`config.mk`:
```
export PLATFORM = sky130hd
export DESIGN_NAME = bcd_countdown_timer
export DESIGN_NICKNAME = d
export VERILOG_FILES = /design/src/rtl/bcd_countdown_timer.sv
export SDC_FILE = /design/constraint.sdc
export NUM_CORES = 1
export LEC_CHECK = 0
export ABC_CLOCK_PERIOD_IN_PS = 4900
export BUFFER_PORTS_ARGS = -buffer_cell sky130_fd_sc_hd__buf_2
export CELL_PAD_IN_SITES_DETAIL_PLACEMENT = 1
export CELL_PAD_IN_SITES_GLOBAL_PLACEMENT = 1
export CORE_ASPECT_RATIO = 0.6
export CORE_MARGIN = 10
export CORE_UTILIZATION = 40
export CTS_CLUSTER_DIAMETER = 150
export DETAILED_ROUTE_END_ITERATION = 16
export HOLD_SLACK_MARGIN = 0.02
export PLACE_DENSITY_LB_ADDON = 0.1
export SYNTH_ARGS = -nofsm -noshare
export SYNTH_HDL_FRONTEND = slang
export SYNTH_SLANG_ARGS = --single-unit
```
`constraint.sdc`:
```
create_clock -name clk -period 4.9 [get_ports clk]
set_input_delay 0.98 -clock clk [delete_from_list [all_inputs] [get_ports clk]]
set_output_delay 0.98 -clock clk [all_outputs]
set_load 0.05 [all_outputs]
```
`src/rtl/bcd_countdown_timer.sv`:
```
// Two-digit BCD down counter (99..00): load, start/pause, TICK_DIV prescaler, one-cycle done pulse.
// Optional BCD_TIMER_AUTO_RELOAD_EN: the terminal tick reloads the preset and keeps running.
module bcd_countdown_timer #(
    parameter int TICK_DIV = 4
) (
    input  logic       clk,
    input  logic       rst,
    input  logic       load,
    input  logic [7:0] load_val,
    input  logic       start,
    input  logic       pause,
    output logic [3:0] cnt_tens,
    output logic [3:0] cnt_ones,
    output logic       running,
    output logic       done
);

    localparam int            PW        = (TICK_DIV > 1) ? $clog2(TICK_DIV) : 1;
    localparam logic [PW-1:0] PRESC_MAX = PW'(TICK_DIV - 1);

    typedef enum logic [1:0] {IDLE, RUN, PAUSE, DONE} state_t;

    state_t        state_q, state_d;
    logic [3:0]    tens_q, tens_d, ones_q, ones_d;
    logic [PW-1:0] presc_q, presc_d;
    logic          running_q, running_d;
    logic          done_q, done_d;
    logic [3:0]    ld_tens, ld_ones;
    logic          count_zero, count_one;
`ifdef BCD_TIMER_AUTO_RELOAD_EN
    logic [7:0]    reload_q, reload_d;
`endif

    always_comb begin
        ld_tens    = (load_val[7:4] > 4'd9) ? 4'd9 : load_val[7:4];
        ld_ones    = (load_val[3:0] > 4'd9) ? 4'd9 : load_val[3:0];
        count_zero = (tens_q == 4'd0) && (ones_q == 4'd0);
        count_one  = (tens_q == 4'd0) && (ones_q == 4'd1);

        state_d = state_q;
        tens_d  = tens_q;
        ones_d  = ones_q;
        presc_d = presc_q;
        done_d  = 1'b0;
`ifdef BCD_TIMER_AUTO_RELOAD_EN
        reload_d = reload_q;
`endif

        if (load) begin
            state_d = IDLE;
            tens_d  = ld_tens;
            ones_d  = ld_ones;
            presc_d = '0;
`ifdef BCD_TIMER_AUTO_RELOAD_EN
            reload_d = {ld_tens, ld_ones};
`endif
        end else begin
            case (state_q)
                IDLE: begin
                    if (start && !count_zero) begin
                        state_d = RUN;
                        presc_d = '0;
                    end
                end
                RUN: begin
                    // pause beats a tick that is due on the same edge
                    if (pause) begin
                        state_d = PAUSE;
                    end else if (presc_q == PRESC_MAX) begin
                        presc_d = '0;
                        if (count_one) begin
                            done_d = 1'b1;
`ifdef BCD_TIMER_AUTO_RELOAD_EN
                            tens_d = reload_q[7:4];
                            ones_d = reload_q[3:0];
`else
                            tens_d  = 4'd0;
                            ones_d  = 4'd0;
                            state_d = DONE;
`endif
                        end else if (!count_zero) begin
                            if (ones_q == 4'd0) begin
                                ones_d = 4'd9;
                                tens_d = tens_q - 4'd1;
                            end else begin
                                ones_d = ones_q - 4'd1;
                            end
                        end
                    end else begin
                        presc_d = presc_q + 1'b1;
                    end
                end
                PAUSE: begin
                    if (start) state_d = RUN;
                end
                default: ;
            endcase
        end

        running_d = (state_d == RUN);
    end

    always_ff @(posedge clk) begin
        if (rst) begin
            state_q   <= IDLE;
            tens_q    <= 4'd0;
            ones_q    <= 4'd0;
            presc_q   <= '0;
            running_q <= 1'b0;
            done_q    <= 1'b0;
`ifdef BCD_TIMER_AUTO_RELOAD_EN
            reload_q  <= 8'h00;
`endif
        end else begin
            state_q   <= state_d;
            tens_q    <= tens_d;
            ones_q    <= ones_d;
            presc_q   <= presc_d;
            running_q <= running_d;
            done_q    <= done_d;
`ifdef BCD_TIMER_AUTO_RELOAD_EN
            reload_q  <= reload_d;
`endif
        end
    end

    assign cnt_tens = tens_q;
    assign cnt_ones = ones_q;
    assign running  = running_q;
    assign done     = done_q;

endmodule

```
### Word-level counts from Yosys, hierarchy flattened

Cells that the tools add are included.
W data, S select, Z words.

| word-level totals | value |
|---|---|
| logic and storage cells | 66 |
| register bits after elaboration | 14 |
| memories | 0 |
| latch bits | 0 |
| bits in read-only memories | 0 |
| input bits | 13 |
| output and inout bits | 10 |
| RAM bits | 0 |

| operators by class | value |
|---|---|
| add/subtract/negate cells | 3 |
| bitwise operators | 2 |
| div/mod/pow operators | 0 |
| equality and inequality tests | 9 |
| multipliers | 0 |
| shifts and indexed selects | 0 |
| order comparisons | 2 |
| reduce and logical (&&, ||, !) cells | 16 |
| muxes and demuxes | 28 |

Operator list:

| cell | number |
|---|---|
| $mux W4 | 16 |
| $mux W2 | 9 |
| $gt A4 B4 Y1 const B | 2 |
| $logic_not A4 Y1 | 2 |
| $sub A4 B1 Y4 const B | 2 |
| $ne A2 B2 Y1 const B | 3 |
| $pmux W2 S3 | 1 |
| $reduce_bool A2 Y1 | 3 |
| $reduce_and A5 Y1 | 1 |
| $reduce_or A5 Y1 | 1 |
| $eq A2 B1 Y1 const B | 2 |
| $eq A2 B2 Y1 const B | 2 |
| $eq A4 B1 Y1 const B | 1 |
| $pmux W2 S2 | 1 |
| $reduce_and A4 Y1 | 1 |
| $logic_and A1 B1 Y1 | 3 |
| $ne A3 B2 Y1 const B | 1 |
| $reduce_and A3 Y1 | 1 |
| $reduce_bool A3 Y1 | 1 |
| $add A2 B1 Y2 const B | 1 |
| $logic_not A2 Y1 | 1 |
| $not A1 Y1 | 2 |
| $reduce_or A2 Y1 | 1 |
| $logic_not A1 Y1 | 1 |
| $mux W1 | 1 |

### Depth between registers and ports, before layout

Gate-level depths: netlist (run 1).

| depth | value |
|---|---|
| depth after elaboration | 8 |
| depth in mapped cells | 6 |
| gate-level depth less buffers | 6 |

### Worst setup path before layout (run 1)

OpenSTA, ideal clock, no wires.

| timing path | value |
|---|---|
| kind | reg2reg |
| from | register tens_q[0], in the netlist cnt_tens[0] |
| to | register tens_q[0], in the netlist cnt_tens[0] |
| period minus slack after synthesis | 2.297 ns |
| data required time | 4.777 ns |
| setup slack | 2.603 ns |
| buffers on the path | 0 |
| setup time | 0.123 ns |
| cell stages (with the launch flop) | 7 |
| data arrival time | 2.174 ns |
| cell sequence | dfxtp_1 -> inv_1 -> ha_1 -> or3b_2 -> o311a_4 -> a21oi_2 -> mux2_1 |

| on the way | value |
|---|---|
| longest elaborated chain between the ends | 8 |
| elaborated cells on any way between the ends | 14 |
| classes of those cells | add/sub (1); eq/ne (1); mux (7); reduce/logical (5) |

RTL lines:

| what | line | text |
|---|---|---|
| from (decl) | 24 | `logic [3:0] tens_q, tens_d, ones_q, ones_d;` |
| from (signal assigned) | 116 | `tens_q <= tens_d;` |
| $sub A4 B1 Y4 | 84 | `tens_d = tens_q - 4'd1;` |
| $mux W4 | 82 | `if (ones_q == 4'd0) begin` |
| $mux W4 | 81 | `end else if (!count_zero) begin` |
| $mux W4 | 71 | `if (count_one) begin` |
| $mux W4 | 69 | `end else if (presc_q == PRESC_MAX) begin` |
| $mux W4 | 67 | `if (pause) begin` |
| $mux W4 | 58 | `case (state_q)` |
| $mux W4 | 49 | `if (load) begin` |

Parallel ways exist; a longest one is shown, timed or not. The select of a mux whose other input is x is not followed.
A chain may end at the register's enable or synchronous reset.

### Worst setup path after layout (run 1)

Same ends and word-level chain as after synthesis.

==> results of run 1 <==
[area by class of cell]
cell class,instances,area share [%]
clock buffers,3,3.568
inverters,9,2.919
multi-input cells,87,56.54
flip-flops and latches,14,24.22
well taps,30,3.243
repair buffers,22,9.514
[sequential cells by signal (all words and copies together) (netlist names)]
register  flops
cnt_ones      4
state_q       2
done          1
cnt_tens      4
running       1
presc_q       2
[cell families (layout without fill, tap and decap cells)]
| kind of cell | Yosys count | count (layout) | share of synthesized area (%) |
|---|---|---|---|
| simple gates | 44 | 44 | 26.18 |
| compound gates | 35 | 35 | 30.78 |
| buf+inv | 12 | 34 | 4.597 |
| mux | 2 | 2 | 2.171 |
| fa+ha+maj | 6 | 6 | 7.663 |
| flops | 14 | 14 | 28.61 |
[placed cells by master, fill, tap and decap left out, types with 2 or more instances in the layout]
cell	synthesis	final
nor3_1	3	3
nor2_1	6	6
a21oi_1	6	6
dfxtp_1	14	14
a311oi_2	2	2
a21boi_0	2	2
nor3b_1	6	6
nand2_1	11	11
o31ai_1	2	2
clkbuf_8	0	3
o21a_1	2	2
nand3_1	2	2
o211ai_1	2	2
buf_2	0	22
inv_1	9	9
o21ai_0	4	4
o32ai_1	3	3
or4_1	2	2
or3_1	2	2
ha_1	6	6
[worst max-delay path by stage]
stage | startpoint | end | slack [ns]
3_3_place_gp | pause | cnt_tens[0]$_SDFFE_PP0P_ | 2.58
4_1_cts | cnt_tens[0]$_SDFFE_PP0P_ | cnt_tens[0]$_SDFFE_PP0P_ | 2.58
3_5_place_dp | pause | cnt_tens[0]$_SDFFE_PP0P_ | 2.49
2_1_floorplan | cnt_tens[0]$_SDFFE_PP0P_ | cnt_tens[0]$_SDFFE_PP0P_ | 2.60
5_1_grt | cnt_tens[0]$_SDFFE_PP0P_ | cnt_tens[0]$_SDFFE_PP0P_ | 2.50
6_report | cnt_tens[0]$_SDFFE_PP0P_ | cnt_tens[0]$_SDFFE_PP0P_ | 2.59
[layer usage]
metal  GRT usage [%]  up-vias  share of wire (%)
met5               0        -                  0
met4           2.613        0               0.26
met3           5.220        2                6.1
met2           20.67       27                 45
met1           16.10      469                 48
li1                -      472                  -
[power by group through the flow]
stage                     registers, mW  clock network (mW)  logic (mW)
after floorplan                   0.149                   0      0.0550
after global placement            0.132                   0      0.0979
after detailed placement          0.132                   0       0.101
after CTS                         0.130               0.100       0.102
after global routing              0.131               0.104       0.111
final                             0.130              0.0979       0.102
[tightest hold or removal path, stage by stage, from the launching register on]
cell and delay, ns:
dfxtp_1 0.31, nand2_1 0.05, o21ai_0 0.07
[stage by stage]
step	hold slack [ns]	util [%]	setup WS [ns]	total power [mW]	instance area, um2
final	0.4805	51.56	2.594	0.3297	1157
after global routing	0.5363	51.56	2.497	0.3471	1157
after detailed placement	0.4800	49.72	2.492	0.2335	1116
after CTS	0.4912	51.56	2.580	0.3322	1157
after floorplan	0.4397	-	2.603	0.2039	979.7
after global placement	0.4610	49.72	2.581	0.2295	1116
==> load_flow_metrics.sql, run 1 <==
INSERT INTO impl_metrics (metric_group, metric, value, unit) VALUES
('synthesis', 'netlist_area_pre_place', '979.7', 'um2'),
('timing', 'setup_total_negative_slack', '0', 'ns'),
('global_routing', 'grt_first_pass_wirelength', '5.292', 'mm'),
('synthesis', 'syn_inst', '113', ''),
('synthesis', 'synth_cell_type_count', '46', ''),
('power_and_ir_drop', 'internal-power', '211.6', 'uW'),
('power_and_ir_drop', 'netSwitchingFraction', '35.82', '%'),
('drt', 'ant_nets', '0', ''),
('worst_hold_path', 'hold_depth', '2', ''),
('final_layout', 'drive_above_1_share', '25.93', '%'),
('power_and_ir_drop', 'power-per-cell-area', '284.9', 'nW/um2'),
('worst_hold_path', 'hold_end', 'presc_q[1]$_SDFFE_PP0P_', ''),
('clock_tree', 'cts.hold.buffers_added', '0', ''),
('drt', 'viasPerCell', '5.879', ''),
('synthesis', 'dominantRegCellSynth', 'dfxtp_1', ''),
('power_and_ir_drop', 'power.switching', '118.1', 'uW'),
('clock_tree', 'post_cts_resized', '0', ''),
('place', 'place.port_buffers', '22', ''),
('synthesis', 'synth.most_common_cell', 'dfxtp_1', ''),
('timing', 'achievable-frequency', '433.7', 'MHz'),
('place', 'dp_hpwl', '2.437', 'mm'),
('clock_tree', 'tritoncts', 'yes', ''),
('synthesis', 'synth_fp_nets', '132', ''),
('setup_path', 'crit_path_depth', '6', ''),
('final_layout', 'post_layout_nonfiller_instances', '165', ''),
('place', 'place_congestion', '0.8690', ''),
('synthesis', 'synth-async-reset-ratio', '0', '%'),
('synthesis', 'synth_area_leaders', 'dfxtp_1 (29%), ha_1 (7.7%), nor3b_1 (4.6%), nand2_1 (4.2%), inv_1 (3.4%)', ''),
('run', 'cap_violations', '0', ''),
('setup_path', 'max_stage_delay', '0.48', 'ns'),
('floorplanning', 'io_pins', '23', ''),
('drt', 'detail_route.wl_per_cell', '18.67', 'um'),
('setup_path', 'reg2reg_setup_slack', '2.59', 'ns'),
('worst_hold_path', 'worst_hold_path_type', 'reg2reg', ''),
('power_and_ir_drop', 'seq_power_share', '39.4', '%'),
('status', 'outcome', 'finished clean', ''),
('floorplanning', 'floorplan.initialDensity', '43.65', '%'),
('setup_path', 'worst-endpoint-arrival', '2.44', 'ns'),
('final_layout', 'areaGrowthSynthToFinish', '18.14', '%'),
('clock_tree', 'cts_post_setup_buffers_inserted', '0', ''),
('setup_path', 'cp-end-kind', 'register', ''),
('global_routing', 'final_global_route_overflow_total', '0', ''),
('final_layout', 'multiInputGateArea', '654.4', 'um2'),
('timing', 'setup_viol', '0', ''),
('timing', 'worst_slew_margin_rel', '59.33', '%'),
('global_routing', 'pin_count_of_the_biggest_net_entering_global_routing', '18', ''),
('setup_path', 'startpoint_class_of_the_critical_path', 'register', ''),
('synthesis', 'seq_area_frac_synth', '28.61', '%'),
('timing', 'grt_setup_unrepaired', 'false', ''),
('floorplanning', 'rows', '13', ''),
('clock_tree', 'cts-buffers-inserted', '3', ''),
('setup_path', 'crit_chain', 'inv_1, ha_1, or3b_2, o311a_4, a21oi_2, mux2_1', ''),
('setup_path', 'critical_path.top_delay_family', 'compound AO/OA/AOI/OAI gates', ''),
('timing', 'timing.clock.skew', '0.003730', 'ns'),
('power_and_ir_drop', 'combinationalPowerShare', '30.9', '%'),
('final_layout', 'layout.filler_cells', '281', ''),
('timing', 'finalCritPeriodShare', '47.06', '%'),
('place', 'dp_cells', '162', ''),
('power_and_ir_drop', 'pwr-share-clk', '29.7', '%'),
('clock_tree', 'ctsLongestPathBuffers', '2', ''),
('drt', 'route.detailed.drc', '0', ''),
('drt', 'first_pass_iters', '4', ''),
('synthesis', 'edff_count_synth', '0', ''),
('setup_path', 'crit-reg2reg-launch', 'cnt_tens[0]$_SDFFE_PP0P_', ''),
('drt', 'post_detailed_routing_wire_length', '3.081', 'mm'),
('timing', 'report.final.slew_viol_count', '0', ''),
('setup_path', 'r2r.worst_path.cells', '6', ''),
('synthesis', 'yosysWarningCount', '0', ''),
('final_layout', 'final_nets', '156', ''),
('clock_tree', 'clock_tree.htree_level_count', '1', ''),
('global_routing', 'first_global_vias', '1041', '');
(Power assumes the default switching activity.)
==> run 2, diff against run 1 <==
--- a/config.mk
+++ b/config.mk
@@ -5,13 +5,13 @@
 export SDC_FILE = /design/constraint.sdc
 export NUM_CORES = 1
 export LEC_CHECK = 0
-export ABC_CLOCK_PERIOD_IN_PS = 4900
+export ABC_CLOCK_PERIOD_IN_PS = 1950
 export BUFFER_PORTS_ARGS = -buffer_cell sky130_fd_sc_hd__buf_2
 export CELL_PAD_IN_SITES_DETAIL_PLACEMENT = 1
 export CELL_PAD_IN_SITES_GLOBAL_PLACEMENT = 1
 export CORE_ASPECT_RATIO = 0.6
 export CORE_MARGIN = 10
-export CORE_UTILIZATION = 40
+export CORE_UTILIZATION = 35
 export CTS_CLUSTER_DIAMETER = 150
 export DETAILED_ROUTE_END_ITERATION = 16
 export HOLD_SLACK_MARGIN = 0.02
==> constraint.sdc (replaced) <==
create_clock -name clk -period 1.95 [get_ports clk]
set_input_delay 0.39 -clock clk [delete_from_list [all_inputs] [get_ports clk]]
set_output_delay 0.39 -clock clk [all_outputs]
set_load 0.05 [all_outputs]
==> load_flow_metrics.sql, run 2 (synthesized netlist as in run 1, its figures left out) <==
INSERT INTO impl_metrics (metric_group, metric, value, unit) VALUES
('clock_tree', 'clock_sinks', '14', ''),
('setup_path', 'timing.critical_path.fanout_max', '7', ''),
('worst_hold_path', 'worst_hold_path_type', 'in2reg', ''),
('clock_tree', 'tritoncts', 'yes', ''),
('floorplanning', 'floorplan.initialDensity', '37.79', '%'),
('drt', 'detail_route.wl_per_cell', '20.11', 'um'),
('floorplanning', 'floorplan.die_area', '5385', 'um2'),
('final_layout', 'finish.utilization', '53.47', '%'),
('status', 'outcome', 'finished clean', ''),
('place', 'place_area', '1313', 'um2'),
('setup_path', 'cp-end-kind', 'register', ''),
('setup_path', 'critical_path.top_delay_family', 'simple AND/OR/NAND/NOR gates', ''),
('drt', 'ant_nets', '0', ''),
('clock_tree', 'clock_tree.htree_level_count', '1', ''),
('place', 'place.port_buffers', '22', ''),
('timing', 'report.final.slew_viol_count', '0', ''),
('drt', 'route.detailed.drc', '0', ''),
('setup_path', 'critical_path_required', '2.10', 'ns'),
('setup_path', 'crit_chain', 'inv_4, ha_4, or3b_4, o311a_4, or2_4, o221ai_1', ''),
('floorplanning', 'die_h', '60.98', 'um'),
('clock_tree', 'clk_latency', '0.26', 'ns'),
('power_and_ir_drop', 'power.leakage', '0.5936', 'nW'),
('drt', 'first_pass_iters', '4', ''),
('clock_tree', 'cts-buffers-inserted', '3', ''),
('final_layout', 'most_common_cell_after_layout_fill_and_taps_aside', 'buf_2', ''),
('power_and_ir_drop', 'finalPower', '932.8', 'uW'),
('timing', 'period_minus_slack', '1.946', 'ns'),
('power_and_ir_drop', 'vdd_drop_max', '0.3303', 'mV'),
('setup_path', 'startpoint_class_of_the_critical_path', 'register', ''),
('floorplanning', 'rows', '14', ''),
('drt', 'post_detailed_routing_wire_length', '3.780', 'mm'),
('final_layout', 'regArea', '295.3', 'um2'),
('global_routing', 'grt_first_pass_wirelength', '5.954', 'mm'),
('global_routing', 'pin_count_of_the_biggest_net_entering_global_routing', '18', ''),
('run', 'cap_violations', '0', ''),
('setup_path', 'crit_slowest_cell', 'o311a_4', ''),
('clock_tree', 'cts.hold.buffers_added', '0', ''),
('place', 'dp_hpwl', '3.087', 'mm'),
('final_layout', 'multiInputGateArea', '701.9', 'um2'),
('place', 'place_congestion', '0.8632', ''),
('final_layout', 'final_nets', '176', ''),
('timing', 'final_hold_viol_count', '0', ''),
('final_layout', 'final_cell_area_excluding_filler_cells', '1386', 'um2'),
('clock_tree', 'ctsLongestPathBuffers', '2', ''),
('drt', 'detailroute.via_count', '1066', ''),
('final_layout', 'antenna_cells', '0', ''),
('timing', 'hold_ws', '0.4810', 'ns'),
('drt', 'detailedRoute.firstIterationViolations', '85', ''),
('timing', 'max_slew.worst_pin.slew', '0.4102', 'ns'),
('timing', 'grt_setup_unrepaired', 'true', ''),
('setup_path', 'max_stage_delay', '0.42', 'ns'),
('floorplanning', 'io_pins', '23', ''),
('final_layout', 'drive_above_1_share', '43.59', '%'),
('setup_path', 'worst-endpoint-arrival', '2.10', 'ns'),
('timing', 'achievable-frequency', '513.7', 'MHz'),
('timing', 'worst_slew_margin_rel', '72.42', '%'),
('final_layout', 'areaGrowthSynthToFinish', '41.51', '%'),
('floorplanning', 'die_width', '88.30', 'um'),
('setup_path', 'cp_num_buf_inv', '1', ''),
('global_routing', 'groute.usage.overall', '14.98', '%'),
('power_and_ir_drop', 'power-per-cell-area', '672.9', 'nW/um2'),
('global_routing', 'final_global_route_overflow_total', '0', ''),
('floorplanning', 'core_area', '2592', 'um2'),
('timing', 'finalCritPeriodShare', '99.82', '%'),
('timing', 'timing.clock.skew', '0.006116', 'ns'),
('final_layout', 'layout.cells.most_common_list', 'buf_2 (22), buf_4 (20), nand2_1 (11)', ''),
('global_routing', 'antenna_found_initial', '0', ''),
('clock_tree', 'clock_pin_slew_of_the_registers_on_the_worst_case_setup_and_hold_paths', '0.07', 'ns'),
('global_routing', 'first_global_vias', '1072', ''),
('setup_path', 'path_class', 'reg2reg', ''),
('clock_tree', 'clk_root_buffer_cell', 'clkbuf_8', ''),
('final_layout', 'layout.filler_cells', '329', ''),
('timing', 'setup_viol', '0', ''),
('drt', 'viasPerCell', '5.670', '');
run 2: changes by cell type in the layout (fill, tap and decap cells not counted), moves of 2 or more:
| cell | change |
|---|---|
| dfxtp_1 | -4 |
| inv_1 | -4 |
| buf_4 | +20 |
| ha_4 | +2 |
| ha_1 | -2 |
| inv_4 | +4 |
| dfxtp_4 | +4 |
run 2: worst paths after layout:
check        depth (start not counted)                startpoint                        to  slack, ns
max                                  6  cnt_ones[1]$_SDFFE_PP0P_  cnt_ones[3]$_SDFFE_PP0P_      0.004
min                                  3               load_val[1]  cnt_ones[1]$_SDFFE_PP0P_       0.48
min reg2reg                          2   presc_q[1]$_SDFFE_PP0P_   presc_q[1]$_SDFFE_PP0P_       0.50
max reg2reg                          6  cnt_ones[1]$_SDFFE_PP0P_  cnt_ones[3]$_SDFFE_PP0P_      0.004
run 2: layout make-up:
cell class              instances  area share (%)
clock buffers                   4           3.249
inverters                       9           3.159
multi-input cells              87           50.63
flip-flops and latches         14           21.30
well taps                      32           2.888
repair buffers                 42           18.77
run 2: metrics by stage:
step	std cells	TNS, ns	setup slack (ns)
2_1_floorplan	113	-0.04509	-0.04509
3_3_place_gp	182	0	0.01885
3_5_place_dp	182	-0.04903	-0.04670
4_1_cts	188	0	0.006645
5_1_grt	188	-0.1298	-0.04200
6_report	188	0	0.003502
run 2: tightest hold or removal path, cell delays in order:
cell and delay, ns:
buf_2 0.10, nand3b_1 0.09, a311oi_2 0.10
run 2: layer usage:
| layer | global-route usage [%] | up-vias | wire length, um |
|---|---|---|---|
| li1 | - | 514 | - |
| met1 | 20.95 | 504 | 1840 |
| met2 | 20.27 | 42 | 1507 |
| met3 | 4.947 | 6 | 372 |
| met4 | 6.178 | 0 | 59 |
| met5 | 0 | - | 0 |
run 2: repair_timing:
item                                    in CTS  in global routing
gates resized for setup                      1                  3
pin swaps                                    2                  2
endpoints found under the hold margin        0                  0
endpoints found under the setup margin       5                  8
buffers inserted                             2                  0
run 2: report_power, final:
part	internal [mW]	switching, mW	total, mW
Combinational	0.144	0.204	0.348
Clock	0.145	0.120	0.265
Sequential	0.302	0.0182	0.320
==> run 3, diff against run 2 <==
--- a/config.mk
+++ b/config.mk
@@ -16,6 +16,7 @@
 export DETAILED_ROUTE_END_ITERATION = 16
 export HOLD_SLACK_MARGIN = 0.02
 export PLACE_DENSITY_LB_ADDON = 0.1
+export SETUP_SLACK_MARGIN = 0.15
 export SYNTH_ARGS = -nofsm -noshare
 export SYNTH_HDL_FRONTEND = slang
 export SYNTH_SLANG_ARGS = --single-unit
==> load_flow_metrics.sql, run 3 (synthesized netlist as in run 1, its figures left out) <==
INSERT INTO impl_metrics (metric_group, metric, value, unit) VALUES
('status', 'outcome', 'complete, but fails checks', ''),
('status', 'failed_checks', 'negative setup slack', ''),
('global_routing', 'first_global_vias', '1092', ''),
('run', 'cap_violations', '0', ''),
('clock_tree', 'clock_tree.htree_level_count', '1', ''),
('floorplanning', 'rows', '14', ''),
('power_and_ir_drop', 'vdd_drop_max', '0.3121', 'mV'),
('power_and_ir_drop', 'combinationalPowerShare', '36.4', '%'),
('drt', 'detailroute.via_count', '1098', ''),
('floorplanning', 'die_h', '60.98', 'um'),
('global_routing', 'groute.usage.overall', '14.42', '%'),
('setup_path', 'critical_path.top_delay_family', 'compound AO/OA/AOI/OAI gates', ''),
('clock_tree', 'cts.hold.buffers_added', '0', ''),
('clock_tree', 'ctsLongestPathBuffers', '2', ''),
('setup_path', 'r2r.worst_path.cells', '6', ''),
('power_and_ir_drop', 'netSwitchingFraction', '35.75', '%'),
('setup_path', 'crit-reg2reg-launch', 'cnt_tens[1]$_SDFFE_PP0P_', ''),
('global_routing', 'pin_count_of_the_biggest_net_entering_global_routing', '18', ''),
('final_layout', 'final_cell_area_excluding_filler_cells', '1438', 'um2'),
('power_and_ir_drop', 'pwr-share-clk', '30.7', '%'),
('drt', 'detailedRoute.firstIterationViolations', '73', ''),
('drt', 'viasPerCell', '5.840', ''),
('timing', 'setup_total_negative_slack', '-0.03670', 'ns'),
('setup_path', 'max_stage_delay', '0.43', 'ns'),
('setup_path', 'worst_setup_path_endpoint', 'cnt_tens[0]$_SDFFE_PP0P_', ''),
('setup_path', 'timing.critical_path.fanout_max', '6', ''),
('setup_path', 'crit_chain', 'inv_4, ha_4, or3b_4, o311a_4, a21oi_4, mux2_4', ''),
('setup_path', 'reg2reg_setup_slack', '-0.02', 'ns'),
('place', 'place_area', '1274', 'um2'),
('setup_path', 'crit_slowest_cell', 'o311a_4', ''),
('clock_tree', 'cts-buffers-inserted', '3', ''),
('place', 'place.port_buffers', '22', ''),
('floorplanning', 'die_width', '88.30', 'um'),
('power_and_ir_drop', 'seq_power_share', '32.9', '%'),
('timing', 'hold_ws', '0.4664', 'ns'),
('worst_hold_path', 'hold_depth', '2', ''),
('timing', 'report.final.slew_viol_count', '0', ''),
('final_layout', 'areaGrowthSynthToFinish', '46.74', '%'),
('final_layout', 'drive_above_1_share', '47.44', '%'),
('worst_hold_path', 'worst_hold_path_type', 'reg2reg', ''),
('clock_tree', 'clk_root_buffer_cell', 'clkbuf_8', ''),
('global_routing', 'antenna_found_initial', '0', ''),
('power_and_ir_drop', 'internal-power', '626.1', 'uW'),
('setup_path', 'cp-end-kind', 'register', ''),
('final_layout', 'layout.cells.most_common_list', 'buf_2 (22), buf_4 (17), nand2_1 (11)', ''),
('place', 'dp_cells', '176', ''),
('timing', 'final_hold_viol_count', '0', ''),
('floorplanning', 'floorplan.die_area', '5385', 'um2'),
('timing', 'period_minus_slack', '1.971', 'ns'),
('setup_path', 'crit_path_depth', '6', ''),
('setup_path', 'rr_endpoint', 'cnt_tens[0]$_SDFFE_PP0P_', ''),
('floorplanning', 'core_area', '2592', 'um2'),
('setup_path', 'critical_path_required', '2.09', 'ns'),
('final_layout', 'post_layout_nonfiller_instances', '188', ''),
('final_layout', 'layout.filler_cells', '317', ''),
('drt', 'first_pass_iters', '4', ''),
('floorplanning', 'io_pins', '23', ''),
('final_layout', 'antenna_cells', '0', ''),
('timing', 'achievable-frequency', '507.4', 'MHz'),
('setup_path', 'cp_num_buf_inv', '1', ''),
('setup_path', 'path_class', 'reg2reg', ''),
('power_and_ir_drop', 'power.leakage', '0.6121', 'nW'),
('final_layout', 'most_common_cell_after_layout_fill_and_taps_aside', 'buf_2', ''),
('final_layout', 'final_nets', '176', ''),
('place', 'dp_hpwl', '2.846', 'mm'),
('floorplanning', 'floorplan.initialDensity', '37.79', '%'),
('timing', 'setup_viol', '2', ''),
('power_and_ir_drop', 'power-per-cell-area', '677.8', 'nW/um2'),
('drt', 'ant_nets', '0', ''),
('drt', 'route.detailed.drc', '0', ''),
('setup_path', 'worst-endpoint-arrival', '2.11', 'ns'),
('drt', 'post_detailed_routing_wire_length', '3.811', 'mm'),
('timing', 'max_slew.worst_pin.slew', '0.4050', 'ns'),
('clock_tree', 'tritoncts', 'yes', ''),
('power_and_ir_drop', 'power.switching', '348.4', 'uW'),
('drt', 'detail_route.wl_per_cell', '20.27', 'um'),
('timing', 'timing.clock.skew', '0.002996', 'ns'),
('clock_tree', 'clk_latency', '0.25', 'ns'),
('place', 'place_congestion', '0.8204', ''),
('setup_path', 'startpoint_class_of_the_critical_path', 'register', ''),
('timing', 'layout_setup_ws', '-0.02102', 'ns'),
('timing', 'finalCritPeriodShare', '101.1', '%'),
('timing', 'worst_slew_margin_rel', '72.77', '%'),
('clock_tree', 'clock_pin_slew_of_the_registers_on_the_worst_case_setup_and_hold_paths', '0.06', 'ns'),
('setup_path', 'crit_start', 'cnt_tens[1]$_SDFFE_PP0P_', ''),
('global_routing', 'grt_first_pass_wirelength', '5.865', 'mm'),
('timing', 'grt_setup_unrepaired', 'true', ''),
('clock_tree', 'clock_sinks', '14', ''),
('global_routing', 'final_global_route_overflow_total', '0', '');
==> run 3: cell counts in the layout (fill, tap and decap cells not counted) <==
No cell type changed its count.
==> run 3: timing repair <==
item / in CTS / in global routing
resized for setup: 5 / 8
pin swaps: 4 / 3
setup buffers: 7 / 1
setup endpoints to repair: 8 / 8
==> run 3: cell type report <==
class                           count  area, um2  share of cell area [%]
Multi-Input combinational cell     87      732.0                   50.91
Sequential cell                    14      295.3                   20.54
Timing Repair Buffer               42      271.5                   18.89
Clock buffer                        4      55.05                   3.829
Inverter                            9      43.79                   3.046
Tap cell                           32      40.04                   2.785
==> run 3: worst min-delay path: cells and delay by family, from the launching register on <==
family,cells,cell delay (ns)
DFF,1,0.31
and+or+nand+nor,1,0.05
AOI/OAI and AO/OA,1,0.06
==> run 3: power by group through the flow <==
stage	clock [mW]	sequential (mW)	combinational (mW)
2_1_floorplan	0	0.377	0.154
3_3_place_gp	0	0.325	0.309
3_5_place_dp	0	0.327	0.311
4_1_cts	0.304	0.320	0.334
5_1_grt	0.311	0.324	0.382
6_report	0.299	0.321	0.355
==> run 3: worst min path at each step <==
| stage | from | to |
|---|---|---|
| after global routing | load_val[1] | cnt_ones[1]$_SDFFE_PP0P_ |
| final | presc_q[1]$_SDFFE_PP0P_ | presc_q[1]$_SDFFE_PP0P_ |
| after CTS | presc_q[1]$_SDFFE_PP0P_ | presc_q[1]$_SDFFE_PP0P_ |
| after floorplan | presc_q[1]$_SDFFE_PP0P_ | presc_q[1]$_SDFFE_PP0P_ |
| after detailed placement | presc_q[1]$_SDFFE_PP0P_ | presc_q[1]$_SDFFE_PP0P_ |
| after global placement | presc_q[1]$_SDFFE_PP0P_ | presc_q[1]$_SDFFE_PP0P_ |
==> run 3: metal layers <==
| metal | wire [um] | track usage [%] | share of wire (%) |
|---|---|---|---|
| met1 | 1749 | 20.12 | 46 |
| met2 | 1627 | 20.79 | 43 |
| met3 | 417 | 5.080 | 11 |
| met4 | 17 | 2.746 | 0.45 |
| met5 | 0 | 0 | 0 |
==> run 3: stage by stage <==
| step | utilization (%) | power, mW | worst slack, ns |
|---|---|---|---|
| 3_5_place_dp | 49.13 | 0.6375 | -0.03660 |
| 3_3_place_gp | 49.13 | 0.6341 | 0.005566 |
| 6_report | 55.45 | 0.9745 | -0.02102 |
| 5_1_grt | 55.45 | 1.017 | -0.06220 |
| 4_1_cts | 53.76 | 0.9575 | 0.002324 |
| 2_1_floorplan | - | 0.5308 | -0.04411 |
